===== src/rtl/sha256_pkg.sv =====
// SHA-256 shared constants and round helper functions.
// Imported by the round core and its K-constant ROM.
package sha256_pkg;

  localparam int ROUNDS = 64;

  localparam logic [255:0] IV = {
    32'h6a09e667, 32'hbb67ae85, 32'h3c6ef372, 32'ha54ff53a,
    32'h510e527f, 32'h9b05688c, 32'h1f83d9ab, 32'h5be0cd19
  };

  localparam logic [31:0] K_TAB [ROUNDS] = '{
    32'h428a2f98, 32'h71374491, 32'hb5c0fbcf, 32'he9b5dba5,
    32'h3956c25b, 32'h59f111f1, 32'h923f82a4, 32'hab1c5ed5,
    32'hd807aa98, 32'h12835b01, 32'h243185be, 32'h550c7dc3,
    32'h72be5d74, 32'h80deb1fe, 32'h9bdc06a7, 32'hc19bf174,
    32'he49b69c1, 32'hefbe4786, 32'h0fc19dc6, 32'h240ca1cc,
    32'h2de92c6f, 32'h4a7484aa, 32'h5cb0a9dc, 32'h76f988da,
    32'h983e5152, 32'ha831c66d, 32'hb00327c8, 32'hbf597fc7,
    32'hc6e00bf3, 32'hd5a79147, 32'h06ca6351, 32'h14292967,
    32'h27b70a85, 32'h2e1b2138, 32'h4d2c6dfc, 32'h53380d13,
    32'h650a7354, 32'h766a0abb, 32'h81c2c92e, 32'h92722c85,
    32'ha2bfe8a1, 32'ha81a664b, 32'hc24b8b70, 32'hc76c51a3,
    32'hd192e819, 32'hd6990624, 32'hf40e3585, 32'h106aa070,
    32'h19a4c116, 32'h1e376c08, 32'h2748774c, 32'h34b0bcb5,
    32'h391c0cb3, 32'h4ed8aa4a, 32'h5b9cca4f, 32'h682e6ff3,
    32'h748f82ee, 32'h78a5636f, 32'h84c87814, 32'h8cc70208,
    32'h90befffa, 32'ha4506ceb, 32'hbef9a3f7, 32'hc67178f2
  };

  typedef enum logic {IDLE, RUN} state_t;

  typedef struct packed {
    logic [31:0] a;
    logic [31:0] b;
    logic [31:0] c;
    logic [31:0] d;
    logic [31:0] e;
    logic [31:0] f;
    logic [31:0] g;
    logic [31:0] h;
  } work_t;

  function automatic logic [31:0] rotr(
    input logic [31:0] x,
    input int unsigned n
  );
    return (x >> n) | (x << (32 - n));
  endfunction

  function automatic logic [31:0] bsig0(input logic [31:0] x);
    return rotr(x, 2) ^ rotr(x, 13) ^ rotr(x, 22);
  endfunction

  function automatic logic [31:0] bsig1(input logic [31:0] x);
    return rotr(x, 6) ^ rotr(x, 11) ^ rotr(x, 25);
  endfunction

  function automatic logic [31:0] ch(
    input logic [31:0] x,
    input logic [31:0] y,
    input logic [31:0] z
  );
    return (x & y) ^ (~x & z);
  endfunction

  function automatic logic [31:0] maj(
    input logic [31:0] x,
    input logic [31:0] y,
    input logic [31:0] z
  );
    return (x & y) ^ (x & z) ^ (y & z);
  endfunction

endpackage


===== src/rtl/sha256_round_core_if.sv =====
// Request/status bundle between a message scheduler
// and the SHA-256 round core.
interface sha256_round_core_if;
  logic         start;
  logic [255:0] h_in;
  logic [31:0]  w_in;
  logic [5:0]   round_idx;
  logic         busy;
  logic         done;
  logic [31:0]  a_out;
  logic [31:0]  b_out;
  logic [31:0]  c_out;
  logic [31:0]  d_out;
  logic [31:0]  e_out;
  logic [31:0]  f_out;
  logic [31:0]  g_out;
  logic [31:0]  h_out;

  modport master (
    output start, h_in, w_in,
    input  round_idx, busy, done,
    input  a_out, b_out, c_out, d_out,
    input  e_out, f_out, g_out, h_out
  );

  modport slave (
    input  start, h_in, w_in,
    output round_idx, busy, done,
    output a_out, b_out, c_out, d_out,
    output e_out, f_out, g_out, h_out
  );
endinterface


===== src/rtl/sha256_k_rom.sv =====
// Combinational SHA-256 round-constant lookup.
// 6-bit round index in, K[t] out.
import sha256_pkg::*;

module sha256_k_rom (
  input  logic [5:0]  addr,
  output logic [31:0] k
);
  assign k = K_TAB[addr];
endmodule


===== src/rtl/sha256_round_core.sv =====
// Iterative SHA-256 compression core, one round per clock.
// Loads the chaining value on start, runs 64 rounds, pulses done.
import sha256_pkg::*;

module sha256_round_core (
  input logic clk,
  input logic rst_n,
  sha256_round_core_if.slave bus
);

  state_t      st;
  work_t       v;
  work_t       nxt;
  logic [5:0]  idx;
  logic        busy_q;
  logic        done_q;
  logic [31:0] k;
  logic [31:0] t1;
  logic [31:0] t2;

  sha256_k_rom u_k_rom (
    .addr (idx),
    .k    (k)
  );

  always_comb begin
    t1 = v.h + bsig1(v.e) + ch(v.e, v.f, v.g)
       + k + bus.w_in;
    t2 = bsig0(v.a) + maj(v.a, v.b, v.c);
    nxt = '{
      a: t1 + t2, b: v.a, c: v.b, d: v.c,
      e: v.d + t1, f: v.e, g: v.f, h: v.g
    };
  end

  always_ff @(posedge clk or negedge rst_n) begin
    if (!rst_n) begin
      st     <= IDLE;
      v      <= work_t'(IV);
      idx    <= '0;
      busy_q <= 1'b0;
      done_q <= 1'b0;
    end else begin
      done_q <= 1'b0;
      unique case (st)
        IDLE: begin
          if (bus.start) begin
            v      <= work_t'(bus.h_in);
            idx    <= '0;
            busy_q <= 1'b1;
            st     <= RUN;
          end
        end
        RUN: begin
          // idx wraps 63 -> 0 through its 6-bit width
          v   <= nxt;
          idx <= idx + 6'd1;
          if (idx == 6'(ROUNDS - 1)) begin
            busy_q <= 1'b0;
            done_q <= 1'b1;
            st     <= IDLE;
          end
        end
        default: st <= IDLE;
      endcase
    end
  end

  assign bus.round_idx = idx;
  assign bus.busy      = busy_q;
  assign bus.done      = done_q;
  assign bus.a_out     = v.a;
  assign bus.b_out     = v.b;
  assign bus.c_out     = v.c;
  assign bus.d_out     = v.d;
  assign bus.e_out     = v.e;
  assign bus.f_out     = v.f;
  assign bus.g_out     = v.g;
  assign bus.h_out     = v.h;

endmodule


===== src/flat_wrapper.sv =====
// flat-port wrapper written by rule: the top's interface ports become plain ports
module sha256_round_core_flat 
  (clk, rst_n, bus_start, bus_h_in, bus_w_in, bus_round_idx, bus_busy, bus_done, bus_a_out, bus_b_out, bus_c_out, bus_d_out, bus_e_out, bus_f_out, bus_g_out, bus_h_out);
  sha256_round_core_if bus_i ();
  input logic clk;
  input logic rst_n;
  input wire logic [$bits(bus_i.start)-1:0] bus_start;
  input wire logic [$bits(bus_i.h_in)-1:0] bus_h_in;
  input wire logic [$bits(bus_i.w_in)-1:0] bus_w_in;
  output wire logic [$bits(bus_i.round_idx)-1:0] bus_round_idx;
  output wire logic [$bits(bus_i.busy)-1:0] bus_busy;
  output wire logic [$bits(bus_i.done)-1:0] bus_done;
  output wire logic [$bits(bus_i.a_out)-1:0] bus_a_out;
  output wire logic [$bits(bus_i.b_out)-1:0] bus_b_out;
  output wire logic [$bits(bus_i.c_out)-1:0] bus_c_out;
  output wire logic [$bits(bus_i.d_out)-1:0] bus_d_out;
  output wire logic [$bits(bus_i.e_out)-1:0] bus_e_out;
  output wire logic [$bits(bus_i.f_out)-1:0] bus_f_out;
  output wire logic [$bits(bus_i.g_out)-1:0] bus_g_out;
  output wire logic [$bits(bus_i.h_out)-1:0] bus_h_out;
  assign bus_i.start = bus_start;
  assign bus_i.h_in = bus_h_in;
  assign bus_i.w_in = bus_w_in;
  assign bus_round_idx = bus_i.round_idx;
  assign bus_busy = bus_i.busy;
  assign bus_done = bus_i.done;
  assign bus_a_out = bus_i.a_out;
  assign bus_b_out = bus_i.b_out;
  assign bus_c_out = bus_i.c_out;
  assign bus_d_out = bus_i.d_out;
  assign bus_e_out = bus_i.e_out;
  assign bus_f_out = bus_i.f_out;
  assign bus_g_out = bus_i.g_out;
  assign bus_h_out = bus_i.h_out;
  sha256_round_core u_core (.clk(clk), .rst_n(rst_n), .bus(bus_i));
endmodule

===== config.mk =====
export PLATFORM = sky130hd
export DESIGN_NAME = sha256_round_core_flat
export DESIGN_NICKNAME = d
export VERILOG_FILES = /design/src/rtl/sha256_pkg.sv /design/src/rtl/sha256_round_core_if.sv /design/src/rtl/sha256_k_rom.sv /design/src/rtl/sha256_round_core.sv /design/src/flat_wrapper.sv
export SDC_FILE = /design/constraint.sdc
export NUM_CORES = 1
export LEC_CHECK = 0
export BUFFER_PORTS_ARGS = -buffer_cell sky130_fd_sc_hd__buf_2
export CELL_PAD_IN_SITES_DETAIL_PLACEMENT = 0
export CELL_PAD_IN_SITES_GLOBAL_PLACEMENT = 2
export CORE_UTILIZATION = 30
export DETAILED_ROUTE_END_ITERATION = 10
export HOLD_SLACK_MARGIN = 0.06
export PLACE_DENSITY = 0.86
export SYNTH_ARGS = -nofsm -noshare
export SYNTH_HDL_FRONTEND = slang
export SYNTH_SLANG_ARGS = --single-unit

===== constraint.sdc =====
create_clock -name clk -period 7.5 [get_ports clk]
set_input_delay 1.125 -clock clk [delete_from_list [all_inputs] [get_ports clk]]
set_output_delay 1.125 -clock clk [all_outputs]
set_load 0.01 [all_outputs]

### Yosys cells after proc, flatten, opt, wreduce, memory -nomap -nowiden

Memory sizes are Yosys's and may differ from the RTL's.
Cells that the tools add are included.

| operators by class | value |
|---|---|
| add/subtract/negate cells | 8 |
| magnitude comparators | 1 |
| eq/ne operators | 3 |
| multiplexer cells | 14 |
| bitwise logic cells | 21 |
| reduce and logical (&&, ||, !) cells | 1 |

Operators with widths:

| cell | number |
|---|---|
| $pmux 256 s2 | 1 |
| $mux 256 | 1 |
| $add 32x32->32 | 7 |
| $xor 32x32->32 | 7 |
| $and 32x32->32 | 5 |
| $mux 32 | 2 |
| $not 32->32 | 1 |
| $or 10x32->32 | 1 |
| $or 19x32->32 | 1 |
| $or 21x32->32 | 1 |
| $or 26x32->32 | 1 |
| $or 30x32->32 | 1 |
| $or 7x32->32 | 1 |
| $pmux 6 s2 | 1 |
| $ge 7x7->1 const B | 1 |
| $not 6->7 | 1 |
| $add 6x1->6 const B | 1 |
| $eq 6x6->1 const B | 1 |
| $mux 1 | 6 |
| $mux 6 | 1 |
| $ne 2x2->1 const B | 2 |
| $pmux 1 s2 | 2 |
| $reduce_and 2->1 | 1 |
| $not 1->1 | 1 |

| word-level totals | value |
|---|---|
| register bits | 265 |
| ROM bits | 2,048 |
| input port bits | 291 |
| output and inout port bits | 264 |
| word-level logic and storage cells | 61 |
| memories | 1 |

Memory list:

| name | depth | bits a word | read ports | clocked after memory_dff | write ports | RTL line | source |
|---|---|---|---|---|---|---|---|
| (name not given) | 64 | 32 | 1 | 0 | 0 | sha256_k_rom.sv:9 | `assign k = K_TAB[addr];` |

### Longest topological paths before layout

Gate-level depths: netlist of run 1.

| logic depth | value |
|---|---|
| word-level depth | 9 |
| depth in mapped cells | 38 |

### By module

A second synthesis of run 1 with hierarchy kept.

| second synthesis, totals | value |
|---|---|
| cells, all modules | 3,010 |
| area, all modules | 25,787.2 um^2 |

Modules (own cells, without submodules):

| module | times used | cells each | area each (um^2) | sequential area each (um^2) |
|---|---|---|---|---|
| sha256_round_core | 1 | 2,474 | 22,348.9 | 6,801.5 |
| sha256_k_rom | 1 | 536 | 3,438.3 | 0.0 |

### Least setup slack after synthesis of run 1

No wires, ideal clock.

| timing path | value |
|---|---|
| path kind | reg2reg |
| from | reg u_core.idx[1], in the netlist u_core.bus.round_idx[1] |
| to | reg u_core.v (netlist bit u_core.bus.a_out[31]) |
| setup time | 137 ps |
| data arrival time | 7,634 ps |
| required time | 7,363 ps |
| setup slack | -271 ps |
| cell stages (with the launch flop) | 34 |
| buffers on the path | 1 |
| period minus slack after synthesis | 7,771 ps |
| path through | dfrtp_1 > clkinv_1 > ha_1 > clkbuf_1 > nand2_1 > a21oi_1 > a31oi_1 > mux4_2 > fa_1 > inv_1 > fa_1 > inv_1 > ha_1 > a21oi_1 > o21ai_1 > a21o_1 > a221o_1 > a221o_1 > a221oi_2 > o21ba_2 > xnor2_1 > inv_1 > fa_1 > inv_1 > ha_1 > a21oi_1 > o31ai_1 > a21oi_1 > o21a_1 > o21bai_1 > a311o_1 > a21oi_1 > xor2_1 > a21oi_1 |

| on the way | value |
|---|---|
| longest elaborated chain between the ends | 8 |

RTL lines:

| what | RTL line | source |
|---|---|---|
| start, declared | sha256_round_core.sv:14 | `logic [5:0] idx;` |
| start signal, assigned | sha256_round_core.sv:57 | `idx <= idx + 6'd1;` |
| $not 6->7 (implied by the code) | sha256_k_rom.sv:9 |  |
| $mem_v2 64x32 | n/a |  |
| $mux 32 (implied by the code) (2 in a row) | sha256_k_rom.sv:9 |  |
| $add 32x32->32 (2 in a row) | sha256_round_core.sv:28 | `+ k + bus.w_in;` |
| $add 32x32->32 | sha256_round_core.sv:31 | `a: t1 + t2, b: v.a, c: v.b, d: v.c,` |
| $pmux 256 s2 | sha256_round_core.sv:45 | `unique case (st)` |
| end signal, assigned | sha256_round_core.sv:39 | `v <= work_t'(IV);` |
| end signal, assigned | sha256_round_core.sv:48 | `v <= work_t'(bus.h_in);` |
| end signal, assigned | sha256_round_core.sv:56 | `v <= nxt;` |
| end, declared | sha256_round_core.sv:12 | `work_t v;` |

No other way between the ends. The select of a mux whose other input is x is not followed.
A chain may end at the register's enable or synchronous reset.

### Worst setup path in the final report of run 1

Ends and elaborated chain as after synthesis.

==> results of run 1 <==
-- synth_stat cells, types with 12 or more instances --
library cell / n
a211oi_1: 34
a21o_1: 79
a21oi_1: 146
a31oi_1: 23
buf_1: 25
clkbuf_1: 193
dfrtp_1: 129
dfstp_2: 136
fa_1: 125
ha_1: 111
inv_1: 301
mux2i_1: 277
nand2_1: 352
nand2b_1: 17
nand3_1: 34
nor2_1: 105
nor3_1: 29
o211ai_1: 14
o21a_1: 12
o21ai_0: 375
o21bai_1: 13
o31ai_1: 15
xnor2_1: 131
xor2_1: 92
-- per-stage QoR --
step / worst slack [ns] / hold WS [ns]
after global placement: -0.7788 / 0.4887
after global routing: -0.2099 / 0.5311
after CTS: -0.01587 / 0.5024
after detailed placement: -0.7557 / 0.4955
final: 0.08559 / 0.5014
after floorplan: 0.003622 / 0.4954
-- cells in the final DEF (no fill, tap or decap), drive strengths merged, types with 6 or more instances in the layout --
cell type / count
a21o: 79
nor3: 29
o211ai: 14
nor2: 105
nand2b: 17
a211oi: 34
or3: 8
clkbuf: 50
o22ai: 10
a211o: 7
dfrtp: 129
bufinv: 6
buf: 1137
nand4: 10
ha: 111
o21ai: 382
dfstp: 136
nand3: 34
inv: 303
a21oi: 147
nor2b: 11
xor2: 92
mux2: 11
clkinv: 6
and2: 7
xnor2: 131
mux2i: 277
o21a: 12
o31ai: 15
mux4: 7
and3: 13
fa: 125
nand2: 352
o21bai: 13
a31oi: 23
o311ai: 10
-- kinds of logic (layout without fill, tap and decap cells) --
kind of cell,Yosys count,after routing,share of synthesized area [%]
other,0,5,0
and+or+nand+nor,602,602,10.22
buffers and inverters,523,1505,7.855
xor gates and xnor gates,225,225,7.980
adders and majority gates,238,238,15.62
AOI/OAI and AO/OA,797,797,18.96
DFF,265,265,27.16
muxes,295,295,12.20
-- final timing paths --
| kind | endpoint | start | cells after the start | slack [ns] |
|---|---|---|---|---|
| worst max-delay path | u_core.bus.a_out[31]$_DFFE_PN0P_ | u_core.bus.round_idx[1]$_DFFE_PN0P_ | 38 | 0.09 |
| worst min-delay path | u_core.bus.h_out[27]$_DFFE_PN1P_ | u_core.bus.g_out[27]$_DFFE_PN1P_ | 2 | 0.50 |
| worst max register to register | u_core.bus.a_out[31]$_DFFE_PN0P_ | u_core.bus.round_idx[1]$_DFFE_PN0P_ | 38 | 0.09 |
| worst min register to register | u_core.bus.h_out[27]$_DFFE_PN1P_ | u_core.bus.g_out[27]$_DFFE_PN1P_ | 2 | 0.50 |
| max in group asynchronous | u_core.bus.round_idx[3]$_DFFE_PN0P_ | rst_n | 2 | 5.46 |
| min in group asynchronous | u_core.bus.b_out[23]$_DFFE_PN0P_ | rst_n | 1 | 0.54 |
-- sequential cells by signal, indices dropped and copies added (netlist names) --
register,cells
u_core.bus.a_out,32
u_core.bus.b_out,32
u_core.bus.c_out,32
u_core.bus.d_out,32
u_core.bus.e_out,32
u_core.bus.f_out,32
u_core.bus.g_out,32
u_core.bus.h_out,32
u_core.bus.round_idx,6
u_core.bus.busy,1
u_core.bus.done,1
u_core.st,1
-- cell type report --
| type | count | area (um^2) |
|---|---|---|
| Tap cell | 1070 | 1339 |
| Clock buffer | 50 | 1025 |
| Timing Repair Buffer | 1137 | 7468 |
| Antenna cell | 5 | 12.51 |
| Sequential cell | 265 | 6815 |
| Fill cell | 8276 | 46770 |
| Inverter | 302 | 1152 |
| Clock inverter | 16 | 269.0 |
| Multi-Input combinational cell | 2157 | 17520 |
-- per-layer routing --
metal,vias up,GRT usage (%)
met5,-,0
met4,6,9.369
met3,172,3.787
met2,788,48.76
met1,12460,36.27
li1,11890,-
-- worst register-to-register path, delay by kind of cell, from the launching register on --
| family | cells | cell delay (ns) |
|---|---|---|
| adder cells (fa/ha/maj) | 6 | 2.03 |
| AND/OR/NAND/NOR | 3 | 0.39 |
| buffers and inverters | 8 | 0.78 |
| XOR/XNOR | 2 | 0.27 |
| flip-flops | 1 | 0.42 |
| AO/OA/AOI/OAI | 19 | 3.36 |
-- repair_timing --
item	in CTS	in global routing
hold endpoints to repair	0	0
hold buffers	0	0
gates cloned	0	0
pin swaps	39	109
setup endpoints to repair	29	26
resized for setup	131	192
setup buffers	6	19
==> flow_summary.yaml, run 1 <==
status:
  status: "finished, final reports clean"
finish:
  design_area_um2: 35600
  stdcell_count: 5002
  drive_above_1_share_pct: 40.31
  nets: 4426
  synthToLayoutAreaGrowth_pct: 42.18
  final_core_util_pct: 43.22
placement:
  place_area_um2: 32780
  post-place-cells: 4911
  portBuffers: 554
  gp_congestion: 0.9893
  hpwl_um: 100500
route:
  drc_errors: 0
  wl_met1_um: 52180
  drt_iter0_markers: 1704
  vias_per_cell: 5.061
  drt-wirelength-per-cell_um: 24.66
  vias: 25310
  wl_met2_um: 60160
  highest-signal-layer: "met5"
  drt.antenna.violating_nets: 0
  dr.pass1.iters: 5
  wl_um: 123300
  met3_length_um: 6483
yosys:
  synth_top_area_share_pct: 14.27
  synthArstFlopShare_pct: 100.0
  synth_edf_count: 0
  syn_inst: 2945
  ys_seq_area_share_pct: 27.16
  synth_area_leaders: "dfstp_2 (14%), dfrtp_1 (13%), mux2i_1 (11%)"
  synthFlopType: "dfstp_2"
  yosys_warnings: 0
  syn_area_um2: 25040
  ys_types: 74
  yosysTopAreaCell: "dfstp_2"
  synth.avg_cell_area_um2: 8.502
  syn_nets: 3472
  ys_ff_latch: 265
floorplanning:
  coreArea_um2: 82370
  ioPinCount: 555
  chipWidth_um: 290.9
  std_cell_rows: 105
  dieArea_um2: 84620
  initial_core_util_pct: 30.40
  die_height_um: 290.9
sta:
  fin_skew_ns: 0.04259
  layout_min_cycle_time_ns: 7.414
  hold_violations: 0
  maxSlewHeadroom_pct: 18.35
  worstMarginPinSlew_ns: 1.225
  finalSetupViolCount: 0
  slew_viol_final: 0
  fin_crit_sh_pct: 98.86
  fmax_mhz: 134.9
  rsz0062_at_grt: "yes"
  fin_tns_setup_ns: 0
worst_setup_path:
  crit_fanout: 5
  worstPathArrival_ns: 7.83
  path_class: "reg -> reg"
  cpPeakStageDelay_ns: 0.51
  critPathBufInv: 8
  critical-path-top-delay-family: "compound AO/OA/AOI/OAI gates"
  startpoint_type: "flip-flop"
  crit_path_top_delay_cell: "fa_1"
  critPathRequiredTime_ns: 7.92
  end_kind: "flip-flop"
clocking:
  cts_made_buffers: 36
  cts.reportedPaths.clkPinSlew_ns: 0.06
  cts_tree: "built"
  worstSkewPairLatency_ns: 0.60
  clock_sink_count: 265
  cts_htree_levels: 2
  root_buffer: "clkbuf_16"
  cts.path.max_buffers: 3
global_routing:
  grt-ovfl-total: 0
  antenna_found_initial: 9
  grt_max_degree: 246
  grt_pass1_wl_um: 176100
  grtUsageTotal_pct: 28.28
  grt_pass1_vias: 25550
flow_run:
  drv_cap: 0
worst_hold_path:
  hold_path_class: "reg -> reg"
Power of run 1 is not shown: default switching activity piles up to over one toggle a cycle in this logic, so the estimate is an artifact.
==> run 2, diff against run 1 <==
--- a/config.mk
+++ b/config.mk
@@ -5,13 +5,14 @@
 export SDC_FILE = /design/constraint.sdc
 export NUM_CORES = 1
 export LEC_CHECK = 0
+export ABC_AREA = 1
 export BUFFER_PORTS_ARGS = -buffer_cell sky130_fd_sc_hd__buf_2
 export CELL_PAD_IN_SITES_DETAIL_PLACEMENT = 0
 export CELL_PAD_IN_SITES_GLOBAL_PLACEMENT = 2
-export CORE_UTILIZATION = 30
+export CORE_UTILIZATION = 28
 export DETAILED_ROUTE_END_ITERATION = 10
 export HOLD_SLACK_MARGIN = 0.06
-export PLACE_DENSITY = 0.86
+export PLACE_DENSITY = 0.85
 export SYNTH_ARGS = -nofsm -noshare
 export SYNTH_HDL_FRONTEND = slang
 export SYNTH_SLANG_ARGS = --single-unit
==> run 2 against run 1 <==
Utilization shrank 5.2 points. Flip-flop and latch count is the same. Area after synthesis shrank 0.17%. Final area shrank 5.6%. Clock skew shrank 0.0040 ns. Non-clock buffer count shrank 148. Sequential share of layout area grew 1.1 points. Register-to-register slack gained 0.11 ns. Critical path depth grew 3. First-iteration DRC count grew 68%. Via count grew 11%. Highest routed layer unchanged.
==> flow_summary.yaml, run 2 <==
status:
  status: "finished, final reports clean"
route:
  drt.antenna.violating_nets: 0
  vias: 28070
  dr.pass1.iters: 6
  wl_um: 142500
  drt_iter0_markers: 2866
  drt-wirelength-per-cell_um: 25.91
  vias_per_cell: 5.103
  drc_errors: 0
yosys:
  syn_nets: 3972
  ys_seq_area_share_pct: 27.21
  syn_area_um2: 25000
  yosysMostFrequentCell: "nand2_1"
  synth_commonest_cells: "nand2_1 (896), inv_1 (550), o21ai_0 (195)"
  synthArstFlopShare_pct: 100.0
  ys_ff_latch: 265
  synth_edf_count: 0
  synthFlopType: "dfstp_2"
  yosys_warnings: 0
  synth_top_area_share_pct: 14.30
  yosysTopAreaCell: "dfstp_2"
  ys_types: 63
  synth.avg_cell_area_um2: 7.256
  syn_inst: 3445
  synth_area_leaders: "dfstp_2 (14%), nand2_1 (13%), dfrtp_1 (13%)"
placement:
  gp_congestion: 1.120
  hpwl_um: 116400
  portBuffers: 554
  place_area_um2: 31940
  dp_slack_ns: 0.02084
sta:
  hold_violations: 0
  fin_crit_sh_pct: 97.35
  worstMarginPinSlew_ns: 1.044
  fmax_mhz: 137.0
  fin_ws_ns: 0.1989
  slew_viol_final: 0
  fin_skew_ns: 0.03857
  layout_min_cycle_time_ns: 7.301
  finalSetupViolCount: 0
  maxSlewHeadroom_pct: 30.41
clocking:
  clock_sink_count: 265
  cts_made_buffers: 37
  cts.reportedPaths.clkPinSlew_ns: 0.07
  worstSkewPairLatency_ns: 0.60
  hold_buffers: 0
  cts_htree_levels: 2
  cts_tree: "built"
  root_buffer: "clkbuf_16"
  cts.path.max_buffers: 3
floorplanning:
  initial_core_util_pct: 28.28
  die_height_um: 300.8
  std_cell_rows: 109
  chipWidth_um: 300.8
  ioPinCount: 555
  coreArea_um2: 88370
  dieArea_um2: 90470
global_routing:
  grt_max_degree: 143
  grt_pass1_vias: 27800
  antenna_found_initial: 11
  grt_pass1_wl_um: 201000
  grtUsageTotal_pct: 30.81
  grt-ovfl-total: 0
worst_setup_path:
  path_class: "reg -> reg"
  startpoint_type: "flip-flop"
  crit_fanout: 4
  cpPeakStageDelay_ns: 0.55
  crit_path_top_delay_cell: "fa_1"
  critPathRequiredTime_ns: 7.94
  worstPathArrival_ns: 7.74
  crit_top_cell: "buf_4"
  end_kind: "flip-flop"
flow_run:
  drv_cap: 0
worst_hold_path:
  hold_path_class: "reg -> reg"
finish:
  nets: 4833
  synthToLayoutAreaGrowth_pct: 34.43
  final_common_cell: "nand2_1"
  design_area_um2: 33600
  mostFrequentLayoutCells: "nand2_1 (892), buf_2 (553), inv_1 (545)"
  fillers: 9643
  drive_above_1_share_pct: 30.43
-- run 2: layer usage --
metal / vias to the layer above / part of all wire (%) / track usage (%)
li1: 12920 / - / -
met1: 13630 / 43 / 41.37
met3: 246 / 7.7 / 5.859
met2: 1265 / 44 / 47.68
met4: 12 / 5.2 / 14.09
met5: - / 0.053 / 0
-- run 2: cell families (layout without fill, tap and decap cells) --
| kind of cell | after synthesis | in the layout | synth area share [%] |
|---|---|---|---|
| and+or+nand+nor | 1317 | 1317 | 21.55 |
| buffers and inverters | 733 | 1622 | 11.12 |
| AOI/OAI and AO/OA | 725 | 725 | 18.54 |
| DFF | 265 | 265 | 27.21 |
| adders and majority gates | 237 | 237 | 15.61 |
| xor gates and xnor gates | 163 | 163 | 5.772 |
| muxes | 5 | 5 | 0.2002 |
| other | 0 | 2 | 0 |
-- run 2: worst paths after layout --
path                                                     startpoint                                to  slack [ns]  depth (start not counted)
worst max-delay path            u_core.bus.round_idx[0]$_DFFE_PN0P_  u_core.bus.a_out[20]$_DFFE_PN0P_        0.20                         41
worst min-delay path                    u_core.bus.busy$_DFFE_PN0P_       u_core.bus.busy$_DFFE_PN0P_        0.51                          2
worst max register to register  u_core.bus.round_idx[0]$_DFFE_PN0P_  u_core.bus.a_out[20]$_DFFE_PN0P_        0.20                         41
worst min register to register          u_core.bus.busy$_DFFE_PN0P_       u_core.bus.busy$_DFFE_PN0P_        0.51                          2
max in group asynchronous                                     rst_n               u_core.st$_DFF_PN0_        5.39                          2
min in group asynchronous                                     rst_n  u_core.bus.g_out[10]$_DFFE_PN0P_        0.64                          1
-- run 2: what timing repair did --
action | CTS | global route
pin swaps | 0 | 10
setup buffers | 0 | 4
setup endpoints to repair | 2 | 25
gates resized for setup | 1 | 77
-- run 2: area by class of cell --
type / instances / area [um^2] / area share (%)
multi-input cells: 2447 / 15720 / 46.78
flip-flops and latches: 265 / 6805 / 20.25
repair buffers: 989 / 6152 / 18.31
inverters: 566 / 2137 / 6.360
well taps: 1165 / 1458 / 4.338
clock buffers: 47 / 1025 / 3.050
clock inverters: 20 / 300.3 / 0.8937
diodes: 2 / 5.005 / 0.01489
-- run 2: critical path, delay by kind of cell, from the launching register on --
kind                       cells  cell delay, ns
adders and majority gates      6            2.28
and+or+nand+nor               15            2.02
buffers and inverters         14            1.70
AOI/OAI and AO/OA              5            0.55
DFF                            1            0.38
xor gates and xnor gates       1            0.20
-- run 2: metrics by stage --
stage	TNS (ns)	std cells	util, %	hold WS, ns
global route	-0.1035	5499	38.02	0.5258
finish	0	5501	38.02	0.5093
global placement	-0.06513	5428	36.14	0.4914
detailed placement	0	5428	36.14	0.5056
CTS	0	5495	37.64	0.5144
floorplan	0	3445	-	0.5043
Power of run 2 is left out for the same reason.
